**src/rtl/dii_package.sv**
```systemverilog
// dii_package: shared DII flit type, packet-type codes and flags-flit layout
// for the debug-interconnect blocks.
package dii_package;

  // One flit on a DII stream: handshake valid, end-of-packet marker, payload.
  typedef struct packed {
    logic        valid;
    logic        last;
    logic [15:0] data;
  } dii_flit;

  localparam logic [1:0] DII_TYPE_EVENT        = 2'b10;
  localparam logic [3:0] DII_TYPE_SUB_OVERFLOW = 4'hF;

  // Flags flit layout: type in [15:14], sub-type in [13:10], rest zero.
  localparam int DII_FLAGS_TYPE_LSB = 14;
  localparam int DII_FLAGS_SUB_LSB  = 10;

  localparam logic [15:0] DII_DROP_CNT_MAX = 16'hFFFF;

  function automatic logic [15:0] dii_event_flags(input logic [3:0] type_sub);
    dii_event_flags = '0;
    dii_event_flags[DII_FLAGS_TYPE_LSB +: 2] = DII_TYPE_EVENT;
    dii_event_flags[DII_FLAGS_SUB_LSB +: 4]  = type_sub;
  endfunction

endpackage

```
**src/rtl/dii_overflow_counter.sv**
```systemverilog
// dii_overflow_counter: saturating count of dropped events. The owner reads
// cnt as its snapshot and pulses clear in the same cycle; a drop arriving in
// that cycle becomes the first count of the next interval.
module dii_overflow_counter
  import dii_package::*;
(
  input  logic        clk,
  input  logic        rst_n,
  input  logic        inc,
  input  logic        clear,
  output logic [15:0] cnt
);

  // Saturating increment with snapshot-clear taking priority
  always_ff @(posedge clk or negedge rst_n) begin
    if (!rst_n) begin
      cnt <= '0;
    end else if (clear) begin
      cnt <= {15'b0, inc};
    end else if (inc && (cnt != DII_DROP_CNT_MAX)) begin
      cnt <= cnt + 16'd1;
    end
  end

endmodule

```
**src/rtl/dii_packetizer.sv**
```systemverilog
// dii_packetizer: turns one debug event into a DII packet
// (dest, src, flags, payload words) on a valid/ready flit stream.
// Optional feature macro OSD_PKTZ_OVERFLOW_EN: never stall events, count the
// ones that arrive while busy and report them in a trailing overflow packet.
module dii_packetizer
  import dii_package::*;
#(
  parameter  int WIDTH       = 16,
  parameter  int MAX_PAYLOAD = 8,
  localparam int LEN_W       = $clog2(MAX_PAYLOAD + 1)
) (
  input  logic                         clk,
  input  logic                         rst_n,
  input  logic [WIDTH-1:0]             id,
  input  logic [WIDTH-1:0]             event_dest,
  input  logic [3:0]                   event_type_sub,
  input  logic [LEN_W-1:0]             event_len,
  input  logic [MAX_PAYLOAD*WIDTH-1:0] event_data,
  input  logic                         event_valid,
  output logic                         event_ready,
  output dii_flit                      flit_out,
  input  logic                         flit_out_ready
);

  typedef enum logic [2:0] {S_IDLE, S_DEST, S_SRC, S_FLAGS, S_PAYLOAD} state_t;

  state_t                   state_q, state_d;
  logic [WIDTH-1:0]         dest_q;
  logic [3:0]               sub_q;
  logic [LEN_W-1:0]         len_q;
  logic [LEN_W-1:0]         idx_q;
  logic [MAX_PAYLOAD*WIDTH-1:0] data_q;
  dii_flit                  flit;
  logic                     accept;
  logic                     pop;
  logic                     final_pop;
  logic                     start_ovf;

  function automatic logic [LEN_W-1:0] clamp_len(input logic [LEN_W-1:0] len);
    clamp_len = (len > LEN_W'(MAX_PAYLOAD)) ? LEN_W'(MAX_PAYLOAD) : len;
  endfunction

  function automatic logic [WIDTH-1:0] word_at(input logic [MAX_PAYLOAD*WIDTH-1:0] d,
                                               input logic [LEN_W-1:0] i);
    word_at = '0;
    for (int k = 0; k < MAX_PAYLOAD; k++) begin
      if (i == LEN_W'(k)) word_at = d[k*WIDTH +: WIDTH];
    end
  endfunction

  assign accept    = event_valid && (state_q == S_IDLE);
  assign pop       = flit.valid && flit_out_ready;
  assign final_pop = pop && flit.last;

`ifdef OSD_PKTZ_OVERFLOW_EN
  logic [15:0] drop_cnt;

  dii_overflow_counter u_drop_cnt (
    .clk   (clk),
    .rst_n (rst_n),
    .inc   (event_valid && (state_q != S_IDLE)),
    .clear (start_ovf),
    .cnt   (drop_cnt)
  );

  assign start_ovf   = final_pop && (drop_cnt != 16'd0);
  assign event_ready = 1'b1;
`else
  assign start_ovf   = 1'b0;
  assign event_ready = (state_q == S_IDLE);
`endif

  assign flit_out = flit;

  // Next-state and flit output, decoded from registered state only
  always_comb begin
    state_d = state_q;
    flit    = '0;
    case (state_q)
      S_IDLE: begin
        if (accept) state_d = S_DEST;
      end
      S_DEST: begin
        flit.valid = 1'b1;
        flit.data  = dest_q;
        if (pop) state_d = S_SRC;
      end
      S_SRC: begin
        flit.valid = 1'b1;
        flit.data  = id;
        if (pop) state_d = S_FLAGS;
      end
      S_FLAGS: begin
        flit.valid = 1'b1;
        flit.data  = dii_event_flags(sub_q);
        flit.last  = (len_q == '0);
        if (pop) state_d = (len_q == '0) ? S_IDLE : S_PAYLOAD;
      end
      S_PAYLOAD: begin
        flit.valid = 1'b1;
        flit.data  = word_at(data_q, idx_q);
        flit.last  = (idx_q == len_q - LEN_W'(1));
        if (pop && flit.last) state_d = S_IDLE;
      end
      default: state_d = S_IDLE;
    endcase
    if (start_ovf) state_d = S_DEST;
  end

  // State register
  always_ff @(posedge clk or negedge rst_n) begin
    if (!rst_n) state_q <= S_IDLE;
    else        state_q <= state_d;
  end

  // Event capture, payload word index and overflow-packet load
  always_ff @(posedge clk or negedge rst_n) begin
    if (!rst_n) begin
      dest_q <= '0;
      sub_q  <= '0;
      len_q  <= '0;
      idx_q  <= '0;
      data_q <= '0;
    end else if (accept) begin
      dest_q <= event_dest;
      sub_q  <= event_type_sub;
      len_q  <= clamp_len(event_len);
      idx_q  <= '0;
      data_q <= event_data;
    end else if (start_ovf) begin
      // dest_q keeps the last accepted destination for the overflow report
      sub_q  <= DII_TYPE_SUB_OVERFLOW;
      len_q  <= LEN_W'(1);
      idx_q  <= '0;
      data_q <= '0;
`ifdef OSD_PKTZ_OVERFLOW_EN
      data_q[15:0] <= drop_cnt;
`endif
    end else if (pop && (state_q == S_PAYLOAD) && !flit.last) begin
      idx_q <= idx_q + LEN_W'(1);
    end
  end

endmodule
```
**config.mk**
```make
export PLATFORM = sky130hd
export DESIGN_NAME = dii_packetizer
export DESIGN_NICKNAME = d
export VERILOG_FILES = /design/src/rtl/dii_package.sv /design/src/rtl/dii_overflow_counter.sv /design/src/rtl/dii_packetizer.sv
export SDC_FILE = /design/constraint.sdc
export NUM_CORES = 1
export LEC_CHECK = 0
export ABC_AREA = 1
export BUFFER_PORTS_ARGS = -buffer_cell sky130_fd_sc_hd__clkbuf_2
export CORE_MARGIN = 3
export CORE_UTILIZATION = 25
export DETAILED_ROUTE_END_ITERATION = 10
export GPL_ROUTABILITY_DRIVEN = 1
export HOLD_SLACK_MARGIN = 0.05
export MAX_ROUTING_LAYER = met4
export PLACE_DENSITY = 0.45
export SKIP_CTS_REPAIR_TIMING = 1
export SYNTH_ARGS = -nofsm -noshare
export SYNTH_HDL_FRONTEND = slang
export SYNTH_SLANG_ARGS = --single-unit
```
**constraint.sdc**
```tcl
create_clock -name clk -period 2.81 [get_ports clk]
set_input_delay 0.843 -clock clk [delete_from_list [all_inputs] [get_ports clk]]
set_output_delay 0.843 -clock clk [all_outputs]
set_load 0.05 [all_outputs]
```
==> key figures, run 1 <==
Run status
  • Status: finished with violations
  • Failing checks: negative setup slack

Yosys
  • YS warnings: 0
  • Number of flops mapped to enable cells by yosys: 0
  • Unique masters post-synth: 29
  • Synth Instances: 1139
  • Asr flop ratio synth: 100%
  • Sequential-to-total area share from yosys stat: ~49%
  • Ys flop type: dfrtp_1
  • Yosys reg bits: between 150 and 200
  • Mapped cell area: about 8000 µm²
  • Syn_nets: 1317
  • Mean post-synth cell area: between 7 and 8 µm²

Floorplanning
  • Starting density of the core: roughly a quarter
  • DIE WIDTH: 187 µm
  • Die area: 35000 µm²
  • Placeable Area: roughly 32000 µm²
  • Row Count: 65
  • IO Pins: around 190
  • Die height: roughly 190 µm

Critical path
  • Critical R2R Launch: state_q[2]$_DFFE_PN0P_
  • Reg-to-reg endpoint: data_q[92]$_DFFE_PN0P_
  • Worst R2R Setup Slack: around 0.86 ns
  • Worst Path Required: 1.97 ns
  • Max FO, Critical Path: 7
  • Kind of critical path: flip-flop to primary output
  • Startpoint types: flip-flop
  • Setup crit end kind: primary output
  • Reg2Reg Depth: 8
  • Worst path arrival time: around 2.3 ns

STA
  • Setup slack after layout: -0.324 ns
  • Rel. slew slack: between 50% and 60%
  • Clock Skew: between 0.009 and 0.01 ns
  • Worst slew pin tran: roughly 0.61 ns
  • Final Cycle Share: 112%
  • Setup violators final: 17
  • Max Slew Vio Count: 0
  • Min Hold Slack: ~0.40 ns
  • Fmax: roughly 320 MHz
  • Min Tclk post-route: approximately 3.1 ns
  • RSZ-0062 raised after global routing: yes
  • Hold Fails Final Rpt: 0

Final layout
  • Commonest non-fill, non-tap cell in the layout: nand2_1
  • Nets: between 1.5k and 2k
  • Core Util, Final: between 30% and 40%
  • Share of layout cells above drive strength 1: slightly below 30%
  • Most frequent cells in the layout: 479 x nand2_1, 171 x clkbuf_2, 157 x dfrtp_1, 93 x inv_1, 75 x nor2_1
  • P&R area growth vs syn: 40.3%

Global route
  • Vias in the first global route: a little under 8k
  • GRT Residual Overflow: 0
  • Initial antenna violation count: 3
  • Largest net degree at the start of global routing: 101
  • All-Layer GR Usage: ~17%
  • Global-route wire length before repair: 44500 µm

Run
  • Max cap viols: 0

Drt
  • Routed via count: 7738
  • Vias per cell: between 4 and 5
  • Final routed DRC violation total: 0
  • Initial DRC Count: slightly above 500
  • Routed Antenna Nets: 0
  • Final WL: between 20000 and 30000 µm
  • Drt wl/cell: around 16 µm
  • Router iterations before antenna repair: 5

Pwr
  • PwrDens: ~1200 nW/µm²
  • Seq pwr share: about 28%
  • Clk pwr share: between 10% and 20%
  • Leakage: a little over 6 nW
  • Combinational group share of total power: a little over half
  • Switch Pwr: approximately 6.3 mW
  • Pint: roughly 8.0 mW
  • Net Sw Frac: 44.2%
  • Highest ir drop seen on vdd: 0.000483 V

Placement
  • Gpl congestion: about 0.85
  • Hpwl dp: approximately 21000 µm
  • IO buf count: 190

Clock network
  • Clock Tree Buf Depth: 2
  • Clock transition at path regs: 0.07 ns
  • H-Tree Level Count: 4
  • Clock Sinks: about 160
  • Worst-Skew Late Latency: around 0.42 ns
  • Clock Tree Root: clkbuf_16
  • CTS tree: yes
  • Num CTS Buffers: 17

Hold path
  • Worst hold path type: primary input to async pin
==> cells in the mapped netlist (5+ instances only) <==
cell type | n | area share (%)
nand4_1 | 5 | 0.38
inv_1 | 97 | 4.4
or2_0 | 10 | 0.76
ha_1 | 6 | 0.92
a22o_1 | 15 | 1.6
o21ai_0 | 52 | 3.2
buf_2 | 28 | 1.7
nor2_1 | 85 | 3.9
buf_4 | 11 | 1.0
dfrtp_1 | 159 | 49
nand2_1 | 523 | 24
a21oi_1 | 5 | 0.31
nand3_1 | 94 | 5.7
clkbuf_1 | 17 | 0.78
==> cell type report <==
class / instances / area [µm²]
clock buffer: 20 / 447
fill: 3443 / 20500
multi-input combinational: 819 / 4000
clock inverter: 12 / 208
inverter: 100 / 383
antenna: 3 / 7.51
tap: 435 / 544
sequential: 159 / 3980
timing repair buffer: 244 / 1930
==> power groups by stage <==
stage	logic, mW	clock network (mW)	registers, mW
after floorplan	4.11	0	3.81
after global placement	6.36	0	4.02
after detailed placement	6.40	0	4.02
after CTS	6.43	2.69	3.99
after global routing	8.39	2.79	4.14
final	7.60	2.63	4.01
==> registers in the layout, indices dropped and copies added, names as in the netlist <==
| name | cells |
|---|---|
| data_q | 128 |
| dest_q | 16 |
| len_q | 4 |
| idx_q | 4 |
| sub_q | 4 |
| state_q | 3 |
==> worst max-delay path by stage <==
stage | startpoint | to | cells past startpoint
after floorplan | len_q[0]$_DFFE_PN0P_ | flit_out[16] | 7
after global placement | idx_q[0]$_DFFE_PN0P_ | flit_out[8] | 13
after detailed placement | idx_q[0]$_DFFE_PN0P_ | flit_out[8] | 13
after CTS | idx_q[0]$_DFFE_PN0P_ | flit_out[8] | 13
after global routing | idx_q[1]$_DFFE_PN0P_ | flit_out[4] | 13
final | idx_q[1]$_DFFE_PN0P_ | flit_out[4] | 13
==> critical path, stage by stage (launching register included) <==
cell and delay [ns]:
dfrtp_1 0.40, inv_2 0.11, ha_4 0.20, buf_12 0.14, nand3_4 0.14, buf_12 0.18, buf_8 0.13, nor2_4 0.08
nor2_2 0.05, nand2_2 0.06, nand2_2 0.07, nand2_2 0.09, nand2_2 0.07, buf_12 0.15
==> per-layer routing <==
| layer | up-vias | GRT usage [%] | share of wire [%] |
|---|---|---|---|
| li1 | 3907 | - | - |
| met1 | 3636 | 23.0 | 47 |
| met2 | 174 | 26.2 | 48 |
| met3 | 21 | 1.99 | 3.2 |
| met4 | 0 | 4.89 | 1.6 |
| met5 | - | - | 0 |
==> per-stage QoR <==
| step | cell area, µm² | setup TNS, ns | power (mW) | setup slack (ns) | std cells |
|---|---|---|---|---|---|
| 2_1_floorplan | 8200 | 0 | 7.92 | 0.0568 | 1139 |
| 3_3_place_gp | 10000 | -0.226 | 10.4 | -0.105 | 1742 |
| 3_5_place_dp | 10000 | -0.426 | 10.4 | -0.156 | 1742 |
| 4_1_cts | 10700 | -7.91 | 13.1 | -0.616 | 1774 |
| 5_1_grt | 11500 | -6.73 | 15.3 | -0.444 | 1792 |
| 6_report | 11500 | -4.65 | 14.2 | -0.324 | 1792 |
==> kinds of logic after synthesis <==
group,count (synthesis),synth area share (%)
AOI/OAI and AO/OA,74,5.27
xor gates and xnor gates,7,0.748
adders and majority gates,6,0.916
buffers and inverters,161,8.41
DFF,159,48.5
and+or+nand+nor,732,36.1
(Power assumes the default switching activity.)
==> run 2, diff against run 1 <==
--- a/config.mk
+++ b/config.mk
@@ -5,7 +5,6 @@
 export SDC_FILE = /design/constraint.sdc
 export NUM_CORES = 1
 export LEC_CHECK = 0
-export ABC_AREA = 1
 export BUFFER_PORTS_ARGS = -buffer_cell sky130_fd_sc_hd__clkbuf_2
 export CORE_MARGIN = 3
 export CORE_UTILIZATION = 25
@@ -13,7 +12,7 @@
 export GPL_ROUTABILITY_DRIVEN = 1
 export HOLD_SLACK_MARGIN = 0.05
 export MAX_ROUTING_LAYER = met4
-export PLACE_DENSITY = 0.45
+export PLACE_DENSITY = 0.46
 export SKIP_CTS_REPAIR_TIMING = 1
 export SYNTH_ARGS = -nofsm -noshare
 export SYNTH_HDL_FRONTEND = slang
==> run 2 against run 1 <==
Against the previous run: the run still ends with negative setup slack left; flip-flop and latch count unchanged; combinational power is 13% lower; cell area fell by 3.8%; routed wire length grew 3.0%; critical path depth shrank 4; worst setup slack worse by 0.11 ns; clock skew is essentially flat; via count down 4.0%; largest cell class is now sequential cells.
==> key figures, run 2 <==
Run status
  • Status: finished with violations (unchanged)
  • Failing checks: negative setup slack (unchanged)

Floorplanning
  • IO Pins: 191 (unchanged)
  • Starting density of the core: 25.6% (about the same)
  • Placeable Area: 30000 µm² (was 32000 µm²)
  • Die area: 32800 µm² (was 35000 µm²)
  • Die height: 181 µm (was 187 µm)
  • DIE WIDTH: 181 µm (was 187 µm)
  • Row Count: 63 (was 65)

Yosys
  • Sequential-to-total area share from yosys stat: 51.8% (was 48.5%)
  • Synth Instances: 947 (was 1139)
  • Combinational family with the most area after synthesis: simple AND/OR/NAND/NOR gates (unchanged)
  • XOR/XNOR share of the synthesized area: 0.896% (was 0.748%)
  • YS warnings: 0 (unchanged)
  • Asr flop ratio synth: 100% (unchanged)
  • Synth area leader: dfrtp_1 (unchanged)
  • Unique masters post-synth: 42 (was 29)
  • Synth top area share: 51.8% (was 48.5%)
  • Number of flops mapped to enable cells by yosys: 0 (unchanged)
  • Ys flop type: dfrtp_1 (unchanged)
  • Mapped cell area: 7680 µm² (was 8200 µm²)
  • Adder-Cell Fraction of Synth Area: 0.978% (was 0.916%)
  • Mux contribution to synthesized area: 0.717% (was 0%)
  • Most frequent cell after synthesis: nand2_1 (unchanged)
  • Mean post-synth cell area: 8.11 µm² (was 7.20 µm²)
  • Top cells by count, synth: 472 x nand2_1, 159 x dfrtp_1, 49 x clkbuf_1, 40 x a21oi_1, 31 x a22oi_1 (was 523 x nand2_1, 159 x dfrtp_1, 97 x inv_1, 94 x nand3_1, 85 x nor2_1)
  • Synth Area in Simple Gates: 26.6% (was 36.1%)
  • Top post-synthesis cells by area: dfrtp_1 52%, nand2_1 23%, a22oi_1 3.0% (was dfrtp_1 49%, nand2_1 24%, nand3_1 5.7%)
  • Compound-Gate Fraction of Synth Area: 15.0% (was 5.27%)
  • Yosys reg bits: 159 (unchanged)
  • Syn_nets: 1125 (was 1317)

Drt
  • Routed via count: 7428 (was 7738)
  • Vias per cell: 4.75 (was 4.32)
  • Final routed DRC violation total: 0 (unchanged)
  • Routed Antenna Nets: 0 (unchanged)
  • Initial DRC Count: 549 (was 518)
  • Router iterations before antenna repair: 5 (unchanged)
  • Final WL: 30100 µm (was 29300 µm)
  • Drt wl/cell: 19.3 µm (was 16.3 µm)

Critical path
  • Startpoint types: flip-flop (unchanged)
  • Worst Path Required: 1.97 ns (about the same)
  • Slowest library cell on the worst path: dfrtp_2 (was dfrtp_1)
  • Reg2Reg Depth: 8 (unchanged)
  • Reg-to-reg endpoint: idx_q[3]$_DFFE_PN0P_ (was data_q[92]$_DFFE_PN0P_)
  • Setup crit end kind: primary output (unchanged)
  • Critical R2R Launch: len_q[1]$_DFFE_PN0P_ (was state_q[2]$_DFFE_PN0P_)
  • Crit-path cells: inv_4 -> ha_4 -> nor2b_4 -> buf_12 -> a221oi_1 -> o31ai_1 -> nand3_1 -> o221ai_2 -> buf_12 (was inv_2 -> ha_4 -> buf_12 -> nand3_4 -> buf_12 -> buf_8 -> nor2_4 -> nor2_2 -> nand2_2 -> nand2_2 -> nand2_2 -> nand2_2 -> buf_12)
  • Max FO, Critical Path: 14 (was 7)
  • CP dominant cell by count: buf_12 (was nand2_2)
  • Kind of critical path: flip-flop to primary output (unchanged)
  • Max stage delay on crit path: 0.45 ns (was 0.40 ns)
  • Worst path arrival time: 2.40 ns (was 2.29 ns)
  • Worst R2R Setup Slack: 0.83 ns (was 0.86 ns)

Final layout
  • Most frequent cells in the layout: 471 x nand2_1, 172 x clkbuf_2, 157 x dfrtp_1, 47 x buf_4 (was 479 x nand2_1, 171 x clkbuf_2, 157 x dfrtp_1, 93 x inv_1, 75 x nor2_1)
  • FILL cells: 3140 (was 3443)
  • Nets: 1339 (was 1519)
  • Fin area: 11100 µm² (was 11500 µm²)
  • Ant. Diodes: 0 (was 3)
  • Register with the most flip-flops: data_q (unchanged)
  • Share of layout cells above drive strength 1: 33.1% (was 29.4%)
  • Commonest non-fill, non-tap cell in the layout: nand2_1 (unchanged)
  • Sequential Area: 3980 µm² (unchanged)
  • Core Util, Final: 36.9% (was 36.0%)
  • P&R area growth vs syn: 44.1% (was 40.3%)
  • Max FFs per register: 128 (unchanged)
  • Top flop regs: data_q (128), dest_q (16) (unchanged)
  • Multi-input logic area: 3950 µm² (was 4000 µm²)

Placement
  • IO buf count: 190 (unchanged)
  • Gpl congestion: 0.864 (was 0.848)
  • Hpwl dp: 22500 µm (was 21100 µm)
  • Post-DP Area: 9720 µm² (was 10000 µm²)
  • Post-Place Setup Slack: -0.0880 ns (was -0.156 ns)

Global route
  • Vias in the first global route: 7260 (was 7858)
  • Largest net degree at the start of global routing: 57 (was 101)
  • All-Layer GR Usage: 18.0% (was 16.8%)
  • GRT Residual Overflow: 0 (unchanged)
  • Global-route wire length before repair: 43600 µm (was 44500 µm)
  • Initial antenna violation count: 0 (was 3)

STA
  • Clock Skew: 0.00941 ns (was 0.00919 ns)
  • Max Slew Vio Count: 0 (unchanged)
  • RSZ-0062 raised after global routing: yes (unchanged)
  • Min Tclk post-route: 3.24 ns (was 3.13 ns)
  • Setup slack after layout: -0.434 ns (was -0.324 ns)
  • Min Hold Slack: 0.396 ns (was 0.397 ns)
  • Setup violators final: 17 (unchanged)
  • Rel. slew slack: 60.8% (was 59.1%)
  • Hold Fails Final Rpt: 0 (unchanged)
  • Final Cycle Share: 115% (was 112%)
  • Worst slew pin tran: 0.585 ns (was 0.614 ns)
  • Fmax: 308 MHz (was 319 MHz)

Clock network
  • Clock transition at path regs: 0.07 ns (about the same)
  • Clock Sinks: 159 (unchanged)
  • H-Tree Level Count: 4 (unchanged)
  • Worst-Skew Late Latency: 0.44 ns (was 0.42 ns)
  • Num CTS Buffers: 17 (unchanged)
  • Clock Tree Buf Depth: 2 (unchanged)
  • Clock Tree Root: clkbuf_16 (unchanged)
  • CTS tree: yes (unchanged)

Pwr
  • Highest ir drop seen on vdd: 0.000588 V (was 0.000483 V)
  • Leakage: 5.45 nW (was 6.21 nW)
  • PwrDens: 1200 nW/µm² (was 1240 nW/µm²)

Run
  • Max cap viols: 0 (unchanged)

Hold path
  • Worst hold path type: primary input to async pin (unchanged)
run 2: cell count changes after synthesis, moves of 15 or more:
cell	change
a21oi_1	+35
a22o_1	-15
a22oi_1	+31
clkbuf_1	+32
inv_1	-91
nand2_1	-51
nand3_1	-81
nor2_1	-69
o21ai_0	-40
o21ai_1	+16
o22ai_1	+20
run 2: layer usage:
layer / vias to the layer above / wire, µm / global-route usage (%)
met5: - / 0 / -
met4: 0 / 1010 / 6.86
met3: 46 / 1430 / 3.36
met1: 3542 / 13600 / 24.1
met2: 261 / 14100 / 27.1
li1: 3579 / - / -
run 2: critical path, delay by kind of cell, from the launching register on:
family	cells	cell delay [ns]
AOI/OAI and AO/OA	3	0.59
buffers and inverters	3	0.45
DFF	1	0.45
and+or+nand+nor	2	0.32
adders and majority gates	1	0.15
run 2: logic make-up (layout without fill, tap and decap cells):
logic type,after synthesis,after routing
AO/OA/AOI/OAI,172,172
XOR/XNOR,7,7
adder cells (fa/ha/maj),6,6
buffers and inverters,75,302
flip-flops,159,159
multiplexers,5,5
AND/OR/NAND/NOR,523,523
run 2: report_power, final:
group          switching [mW]  total (mW)  leakage, nW  internal (mW)
registers                1.02        4.39         1.98           3.36
logic                    3.74        6.62         3.20           2.88
clock network            1.01        2.24        0.268           1.23
total                    5.78        13.3         5.45           7.48
run 2: through the flow:
stage          TNS [ns]  instances  total power [mW]
4_1_cts           -8.75       1551              12.4
3_3_place_gp     -0.427       1519              10.0
2_1_floorplan     -1.78        947              7.29
6_report          -5.74       1564              13.3
5_1_grt           -7.33       1564              14.1
3_5_place_dp     -0.597       1519              10.1
run 2: worst max path at each step:
stage | startpoint | to | slack (ns)
3_3_place_gp | idx_q[1]$_DFFE_PN0P_ | flit_out[12] | -0.08
4_1_cts | idx_q[1]$_DFFE_PN0P_ | flit_out[12] | -0.58
3_5_place_dp | idx_q[0]$_DFFE_PN0P_ | flit_out[14] | -0.09
2_1_floorplan | state_q[1]$_DFFE_PN0P_ | flit_out[0] | -0.17
5_1_grt | idx_q[0]$_DFFE_PN0P_ | flit_out[0] | -0.51
6_report | idx_q[0]$_DFFE_PN0P_ | flit_out[4] | -0.43
run 2: cell type report:
class                           count  area share, %
Sequential cell                   159           36.0
Timing Repair inverter              1         0.0792
Inverter                            7          0.396
Tap cell                          390           4.41
Clock inverter                     14           1.20
Multi-Input combinational cell    713           35.7
Clock buffer                       18           3.88
Timing Repair Buffer              262           18.4
